File: src/rtl/mips_pkg.sv
// Shared encodings for the multiply/divide unit: operation codes, FSM states
// and small decode helpers.
package mips_pkg;

    typedef enum logic [1:0] {
        OP_MULT  = 2'b00,
        OP_MULTU = 2'b01,
        OP_DIV   = 2'b10,
        OP_DIVU  = 2'b11
    } op_e;

    typedef enum logic [1:0] {
        IDLE = 2'b00,
        RUN  = 2'b01,
        FIN  = 2'b10
    } state_e;

    function automatic logic op_is_signed(input op_e op);
        return ~op[0];
    endfunction

    function automatic logic op_is_div(input op_e op);
        return op[1];
    endfunction

endpackage

File: src/rtl/muldiv_ctrl.sv
// Sequencer for the iterative mul/div unit: accepts a start, spends one cycle
// preparing operand magnitudes, runs WIDTH iterations, then a fix-up cycle.
module muldiv_ctrl
    import mips_pkg::*;
#(
    parameter int WIDTH = 32,
    parameter int CNTW  = $clog2(WIDTH) + 1
) (
    input  logic clk,
    input  logic reset,
    input  logic i_start,
    output logic o_accept,
    output logic o_load,
    output logic o_run,
    output logic o_fin,
    output logic o_busy,
    output logic o_done
);

    state_e            r_state, w_state_nxt;
    logic [CNTW-1:0]   r_cnt, w_cnt_nxt;
    logic              r_pend;
    logic              r_done;
    logic              w_idle;

    assign w_idle   = (r_state == IDLE);
    assign o_accept = w_idle & ~r_pend & i_start;
    assign o_load   = w_idle & r_pend;
    assign o_run    = (r_state == RUN);
    assign o_fin    = (r_state == FIN);
    assign o_busy   = o_run | o_fin;
    assign o_done   = r_done;

    // NOTE: every output of this block gets a default first, so no path leaves it unassigned and no latch is inferred.
    always_comb begin
        w_state_nxt = r_state;
        w_cnt_nxt   = r_cnt;
        unique case (r_state)
            IDLE: begin
                if (r_pend) begin
                    w_state_nxt = RUN;
                    w_cnt_nxt   = CNTW'(WIDTH);
                end
            end
            RUN: begin
                w_cnt_nxt = r_cnt - 1'b1;
                if (r_cnt == CNTW'(1)) begin
                    w_state_nxt = FIN;
                end
            end
            FIN:     w_state_nxt = IDLE;
            default: w_state_nxt = IDLE;
        endcase
    end

    // NOTE: state registers use non-blocking assignments so all flops update together at the edge.
    always_ff @(posedge clk) begin
        if (reset) begin
            r_state <= IDLE;
            r_cnt   <= '0;
            r_pend  <= 1'b0;
            r_done  <= 1'b0;
        end else begin
            r_state <= w_state_nxt;
            r_cnt   <= w_cnt_nxt;
            r_pend  <= o_accept;
            r_done  <= o_fin;
        end
    end

endmodule

File: src/rtl/muldiv_unit.sv
// Radix-2 iterative multiply/divide unit with architectural HI/LO registers:
// shift-add multiply and restoring divide on magnitudes, sign fix-up at the end.
module muldiv_unit
    import mips_pkg::*;
#(
    parameter int WIDTH = 32
) (
    input  logic             clk,
    input  logic             reset,
    input  logic             start,
    input  logic [1:0]       op,
    input  logic [WIDTH-1:0] a,
    input  logic [WIDTH-1:0] b,
    input  logic             hi_we,
    input  logic             lo_we,
    input  logic [WIDTH-1:0] wd,
    output logic             busy,
    output logic             done,
    output logic             div0,
    output logic [WIDTH-1:0] hi,
    output logic [WIDTH-1:0] lo
);

    localparam int CNTW = $clog2(WIDTH) + 1;

    logic w_accept, w_load, w_run, w_fin;

    muldiv_ctrl #(.WIDTH(WIDTH), .CNTW(CNTW)) u_ctrl (
        .clk      (clk),
        .reset    (reset),
        .i_start  (start),
        .o_accept (w_accept),
        .o_load   (w_load),
        .o_run    (w_run),
        .o_fin    (w_fin),
        .o_busy   (busy),
        .o_done   (done)
    );

    op_e                r_op;
    logic [WIDTH-1:0]   r_a, r_b, r_m, r_hi, r_lo;
    logic [2*WIDTH-1:0] r_acc;
    logic               r_div0;

    logic               w_is_div, w_sa, w_sb, w_div0;
    logic [WIDTH-1:0]   w_mag_a, w_mag_b, w_quo, w_rem, w_res_hi, w_res_lo;
    logic [WIDTH:0]     w_sum, w_trial;
    logic [2*WIDTH-1:0] w_acc_step, w_prod;

    // Sign flags and magnitudes come from the latched raw operands, which stay stable for the whole op.
    assign w_is_div = op_is_div(r_op);
    assign w_sa     = op_is_signed(r_op) & r_a[WIDTH-1];
    assign w_sb     = op_is_signed(r_op) & r_b[WIDTH-1];
    assign w_mag_a  = w_sa ? -r_a : r_a;
    assign w_mag_b  = w_sb ? -r_b : r_b;
    assign w_div0   = w_is_div & (r_b == '0);

    // Multiply keeps {partial_hi, multiplier} in r_acc; divide keeps {remainder, dividend/quotient}.
    assign w_sum   = {1'b0, r_acc[2*WIDTH-1:WIDTH]} + (r_acc[0] ? {1'b0, r_m} : '0);
    assign w_trial = r_acc[2*WIDTH-1:WIDTH-1] - {1'b0, r_m};

    always_comb begin
        if (!w_is_div) begin
            w_acc_step = {w_sum, r_acc[WIDTH-1:1]};
        end else if (w_trial[WIDTH]) begin
            w_acc_step = {r_acc[2*WIDTH-2:0], 1'b0};
        end else begin
            w_acc_step = {w_trial[WIDTH-1:0], r_acc[WIDTH-2:0], 1'b1};
        end
    end

    assign w_prod = (w_sa ^ w_sb) ? -r_acc : r_acc;
    assign w_quo  = (w_sa ^ w_sb) ? -r_acc[WIDTH-1:0] : r_acc[WIDTH-1:0];
    assign w_rem  = w_sa ? -r_acc[2*WIDTH-1:WIDTH] : r_acc[2*WIDTH-1:WIDTH];

    assign w_res_hi = !w_is_div ? w_prod[2*WIDTH-1:WIDTH] : (w_div0 ? r_a : w_rem);
    assign w_res_lo = !w_is_div ? w_prod[WIDTH-1:0]       : (w_div0 ? '1  : w_quo);

    always_ff @(posedge clk) begin
        if (reset) begin
            r_op <= OP_MULT;
            r_a  <= '0;
            r_b  <= '0;
        end else if (w_accept) begin
            r_op <= op_e'(op);
            r_a  <= a;
            r_b  <= b;
        end
    end

    always_ff @(posedge clk) begin
        if (reset) begin
            r_m   <= '0;
            r_acc <= '0;
        end else if (w_load) begin
            r_m   <= w_is_div ? w_mag_b : w_mag_a;
            r_acc <= {{WIDTH{1'b0}}, (w_is_div ? w_mag_a : w_mag_b)};
        end else if (w_run) begin
            r_acc <= w_acc_step;
        end
    end

    // Direct writes are honoured only while idle; the done cycle is idle, so mthi/mtlo there wins.
    always_ff @(posedge clk) begin
        if (reset) begin
            r_hi   <= '0;
            r_lo   <= '0;
            r_div0 <= 1'b0;
        end else begin
            r_div0 <= w_fin & w_div0;
            if (w_fin) begin
                r_hi <= w_res_hi;
                r_lo <= w_res_lo;
            end else if (!busy) begin
                if (hi_we) r_hi <= wd;
                if (lo_we) r_lo <= wd;
            end
        end
    end

    assign hi   = r_hi;
    assign lo   = r_lo;
    assign div0 = r_div0;

endmodule

File: config.mk
export PLATFORM = sky130hd
export DESIGN_NAME = muldiv_unit
export DESIGN_NICKNAME = d
export VERILOG_FILES = /design/src/rtl/mips_pkg.sv /design/src/rtl/muldiv_ctrl.sv /design/src/rtl/muldiv_unit.sv
export SDC_FILE = /design/constraint.sdc
export NUM_CORES = 1
export LEC_CHECK = 0
export ABC_AREA = 1
export BUFFER_PORTS_ARGS = -buffer_cell sky130_fd_sc_hd__buf_2
export CAP_MARGIN = 20
export CORE_ASPECT_RATIO = 0.9
export CORE_UTILIZATION = 40
export CTS_CLUSTER_SIZE = 24
export DETAILED_ROUTE_END_ITERATION = 7
export GPL_TIMING_DRIVEN = 0
export PLACE_DENSITY = 0.56
export SKIP_LAST_GASP = 1
export SYNTH_ARGS = -nofsm -noshare
export SYNTH_HDL_FRONTEND = slang
export SYNTH_SLANG_ARGS = --single-unit
File: constraint.sdc
create_clock -name clk -period 7.75 [get_ports clk]
set_input_delay 1.55 -clock clk [delete_from_list [all_inputs] [get_ports clk]]
set_output_delay 1.55 -clock clk [all_outputs]
set_load 0.02 [all_outputs]
# Word level (Yosys, flattened, before mapping)
# Index checks and enable logic that the tools add are counted.
# classes
addsub	8
eq_ne	6
n_mux	27
bitwise	11
n_reduce_logical	11
# op_table
op	count
$mux W32	19
$mux W64	3
$neg A32 Y32	4
$neg A64 Y64	1
$add A32 B32 Y33	1
$sub A33 B32 Y33	1
$logic_not A32 Y1	1
$pmux W6 S2	1
$reduce_and A2 Y1	4
$reduce_bool A2 Y1	4
$and A1 B1 Y1	7
$eq A6 B1 Y1 const B	1
$mux W6	1
$sub A6 B1 Y6 const B	1
$mux W2	2
$ne A2 B1 Y1 const B	2
$pmux W2 S2	1
$eq A2 B1 Y1 const B	1
$eq A2 B2 Y1 const B	1
$logic_not A2 Y1	1
$ne A2 B2 Y1 const B	1
$not A1 Y1	2
$reduce_or A2 Y1	1
$or A1 B1 Y1	1
$xor A1 B1 Y1	1
# totals
regBits	237
in_bits	103
output_inout_bits	67

# Depth between registers and ports, before layout
# logic_depth
depth_word	7
depth_mapped	20
depth_no_buf	18

# Modules after synthesis
# A second synthesis with hierarchy kept.
# hier_totals
cells_unflattened	3828
hier_area_um2	21480.6
# by_module_without_submodules
mod	n_inst	cells_each	area_per_inst_um2
muldiv_unit	1	3751	20931.3
muldiv_ctrl	1	77	549.3

# Worst setup path after synthesis
# Ideal clock, no wire load.
# synth_path
path_kind	input-to-reg
from	input port start
to	register r_a[29]
arrival_ns	2.408
t_required_ns	7.680
setup_slack_ns	5.272
path_stages	5
path_buffers	2
cell_sequence	nand2_1 clkbuf_1 clkbuf_1 o21ai_0 a21oi_1
# synth_between
elab_chain_cells	1
# synth_rtl
element	line_no	rtl
from (decl)	muldiv_unit.sv:10	input logic start,
$and A1 B1 Y1	muldiv_ctrl.sv:27	assign o_accept = w_idle & ~r_pend & i_start;
to (signal assigned)	muldiv_unit.sv:82	r_a <= '0;
to (signal assigned)	muldiv_unit.sv:86	r_a <= a;
to (decl)	muldiv_unit.sv:41	logic [WIDTH-1:0] r_a, r_b, r_m, r_hi, r_lo;
# No other way between the ends.
# A chain may end at the register's enable or synchronous reset.

==> impl_metrics.toml <==
[status]
status = "finished clean"

[logic_synthesis]
synth_largest_area_cell = "dfxtp_1"
synth_area_leaders = "dfxtp_1 23%, nand2_1 19%, inv_1 9.4%, nand3_1 8.4%, a21oi_1 8.0%"
avgSynthCellArea_sq_um = 5.604
async_flop_share_pct = 0
syn_inst = 3761
synth.distinct_cells = 47
synth_area_sq_um = 21080
yosys-top-cells-count = "1082 x nand2_1, 529 x inv_1, 355 x nand3_1"
synth_top_area_share_pct = 22.51
synth-seq-cells = 237
yosys_warnings = 0
synth_seq_area_share_pct = 22.51
synth_fp_nets = 3940
yosysMostFrequentCell = "nand2_1"
synth_edf_count = 0
ys.flop_type = "dfxtp_1"

[place]
dpl.hpwl_um = 90250
portBuffers = 169
place_inst = 4618
gp_congestion = 1.070
pre_cts_ws_ns = 3.805

[sta]
min_period_ns = 3.469
relSlewSlack_pct = 19.61
grt_setup_unrepaired = "no"
skew_ns = 0.03746
whs_ns = 0.4809
setup_viol = 0
worst_pin_slew_ns = 1.206
hold_violations = 0
tns_ns = 0
fin_crit_sh_pct = 44.77
layout_setup_ws_ns = 4.281
drv_slew = 0
maxClockFrequency_mhz = 288.2

[setup_path]
critPathArrivalTime_ns = 3.99
path_class = "primary input to register"
worstPathRequired_ns = 8.27
start_kind = "primary input"
path_max_fanout = 10
cp-end-kind = "register"

[die]
io_pins = 170
start_util_pct = 40.62
die-area_sq_um = 53620
dieHeight_um = 219.8
die_w_um = 244.0
rows = 79
core_area_sq_um = 51890

[routing]
first_pass_iters = 6
drt_iter0_drc = 3022
vias = 25980
drc = 0
wire_per_inst_um = 23.30
via_per_inst = 5.557
antenna_left = 0
wirelength_um = 108900

[grt]
grt_pass1_vias = 23260
gr-usage-all-layers_pct = 39.57
grt_first_pass_wirelength_um = 155000
grt_max_degree = 16
antenna_found_initial = 7
grt.overflow.total = 0

[clock_tree]
postCtsResizedCells = 0
cts_tree = "yes"
clockRootBuffer = "clkbuf_16"
clock-sinks = 237
cts_setup_buffers = 0
hold_buffers = 0
cts_inserted_buffers = 29
cts_htree_levels = 1
clkLatencyLatePin_ns = 0.62
path_clk_slew_ns = 0.06
clockBufferDepth = 3

[cells_and_area]
syn_to_final_growth_pct = 12.98
final_nets = 4140
layout.cells.non_filler = 4674
drive_gt1_share_pct = 7.179
nFillCells = 5962

[min_path]
hp-class = "register to register"

[pwr]
peakVddDrop_uv = 173.8
power_density_nw_per_um2 = 270.6
power.leakage_nw = 12.24

[job]
cap_violations = 0
## cell type report
| cell class | count | area, sq um | share of cell area [%] |
|---|---|---|---|
| tap | 688 | 860.8 | 3.615 |
| antenna | 2 | 5.005 | 0.02102 |
| timing repair buffer | 169 | 845.8 | 3.552 |
| sequential | 237 | 4745 | 19.92 |
| clock inverter | 17 | 198.9 | 0.8354 |
| inverter | 539 | 2023 | 8.496 |
| buffer | 162 | 678.2 | 2.848 |
| multi-input combinational | 2823 | 13630 | 57.24 |
| clock buffer | 37 | 825.8 | 3.468 |
## flip-flops by register name (all words and copies together) (netlist names)
signal          cells
lo                 32
u_ctrl.r_state      2
u_ctrl.o_done       1
u_ctrl.r_cnt        6
r_op                2
r_acc              64
hi                 32
r_a                32
r_m                32
u_ctrl.r_pend       1
div0                1
r_b                32
## path summary, 6_finish.rpt
kind | cells past startpoint | slack [ns] | to | start
max | 6 | 4.28 | lo[24] | reset
min | 1 | 0.48 | u_ctrl.r_cnt[0] | u_ctrl.r_cnt[0]
max reg2reg | 19 | 4.35 | r_acc[53] | r_acc[31]
min reg2reg | 1 | 0.48 | u_ctrl.r_cnt[0] | u_ctrl.r_cnt[0]
## metal layers
metal / up-vias / GRT usage (%) / wire [um]
li1: 12470 / - / -
met2: 1415 / 56.66 / 42810
met4: 4 / 17.06 / 5230
met1: 11880 / 56.06 / 47830
met3: 209 / 9.134 / 13020
met5: - / 0 / 27
## report_power, final
part | leakage [nW] | total, W | internal (W) | switching (W)
combinational | 9.78 | 0.00338 | 0.000950 | 0.00243
clock | 0.506 | 0.00148 | 0.000859 | 0.000625
sequential | 1.95 | 0.00158 | 0.00136 | 0.000216
total | 12.2 | 0.00644 | 0.00317 | 0.00327
## through the flow
| stage | cell area (sq um) | total power [W] | util (%) |
|---|---|---|---|
| detailed placement | 22780 | 0.004831 | 43.91 |
| global route | 23810 | 0.006774 | 45.88 |
| floorplan | 21080 | 0.003684 | - |
| CTS | 23810 | 0.006313 | 45.88 |
| finish | 23810 | 0.006445 | 45.89 |
| global placement | 22780 | 0.004847 | 43.91 |
## cells in the final DEF (no fill, tap or decap), drive strengths merged, types with 8 or more instances in the layout
| cell | n |
|---|---|
| dfxtp | 237 |
| o21bai | 8 |
| inv | 540 |
| xor2 | 94 |
| nand3 | 356 |
| ha | 74 |
| and2 | 8 |
| a21oi | 337 |
| nor2 | 360 |
| nand2 | 1091 |
| o21ai | 346 |
| o211ai | 21 |
| clkinv | 11 |
| buf | 213 |
| nand4 | 34 |
| clkbuf | 155 |
| o22ai | 14 |
| nand3b | 10 |
| nor3 | 29 |
## logic make-up (layout without fill, tap and decap cells)
kind of cell	Yosys count	after routing	synth area share, %
xor+xnor	101	101	4.197
buf+inv	701	924	12.82
flops	237	237	22.51
fa+ha+maj	76	76	4.583
compound gates	749	749	18.57
simple gates	1897	1897	37.33
other cells	0	2	0
## critical path: stages
cell and delay [ns]:
buf_2 0.16, inv_1 0.30, clkbuf_1 0.76, clkbuf_1 0.79, o21ai_0 0.22, a21oi_1 0.18
(Power assumes the default switching activity.)
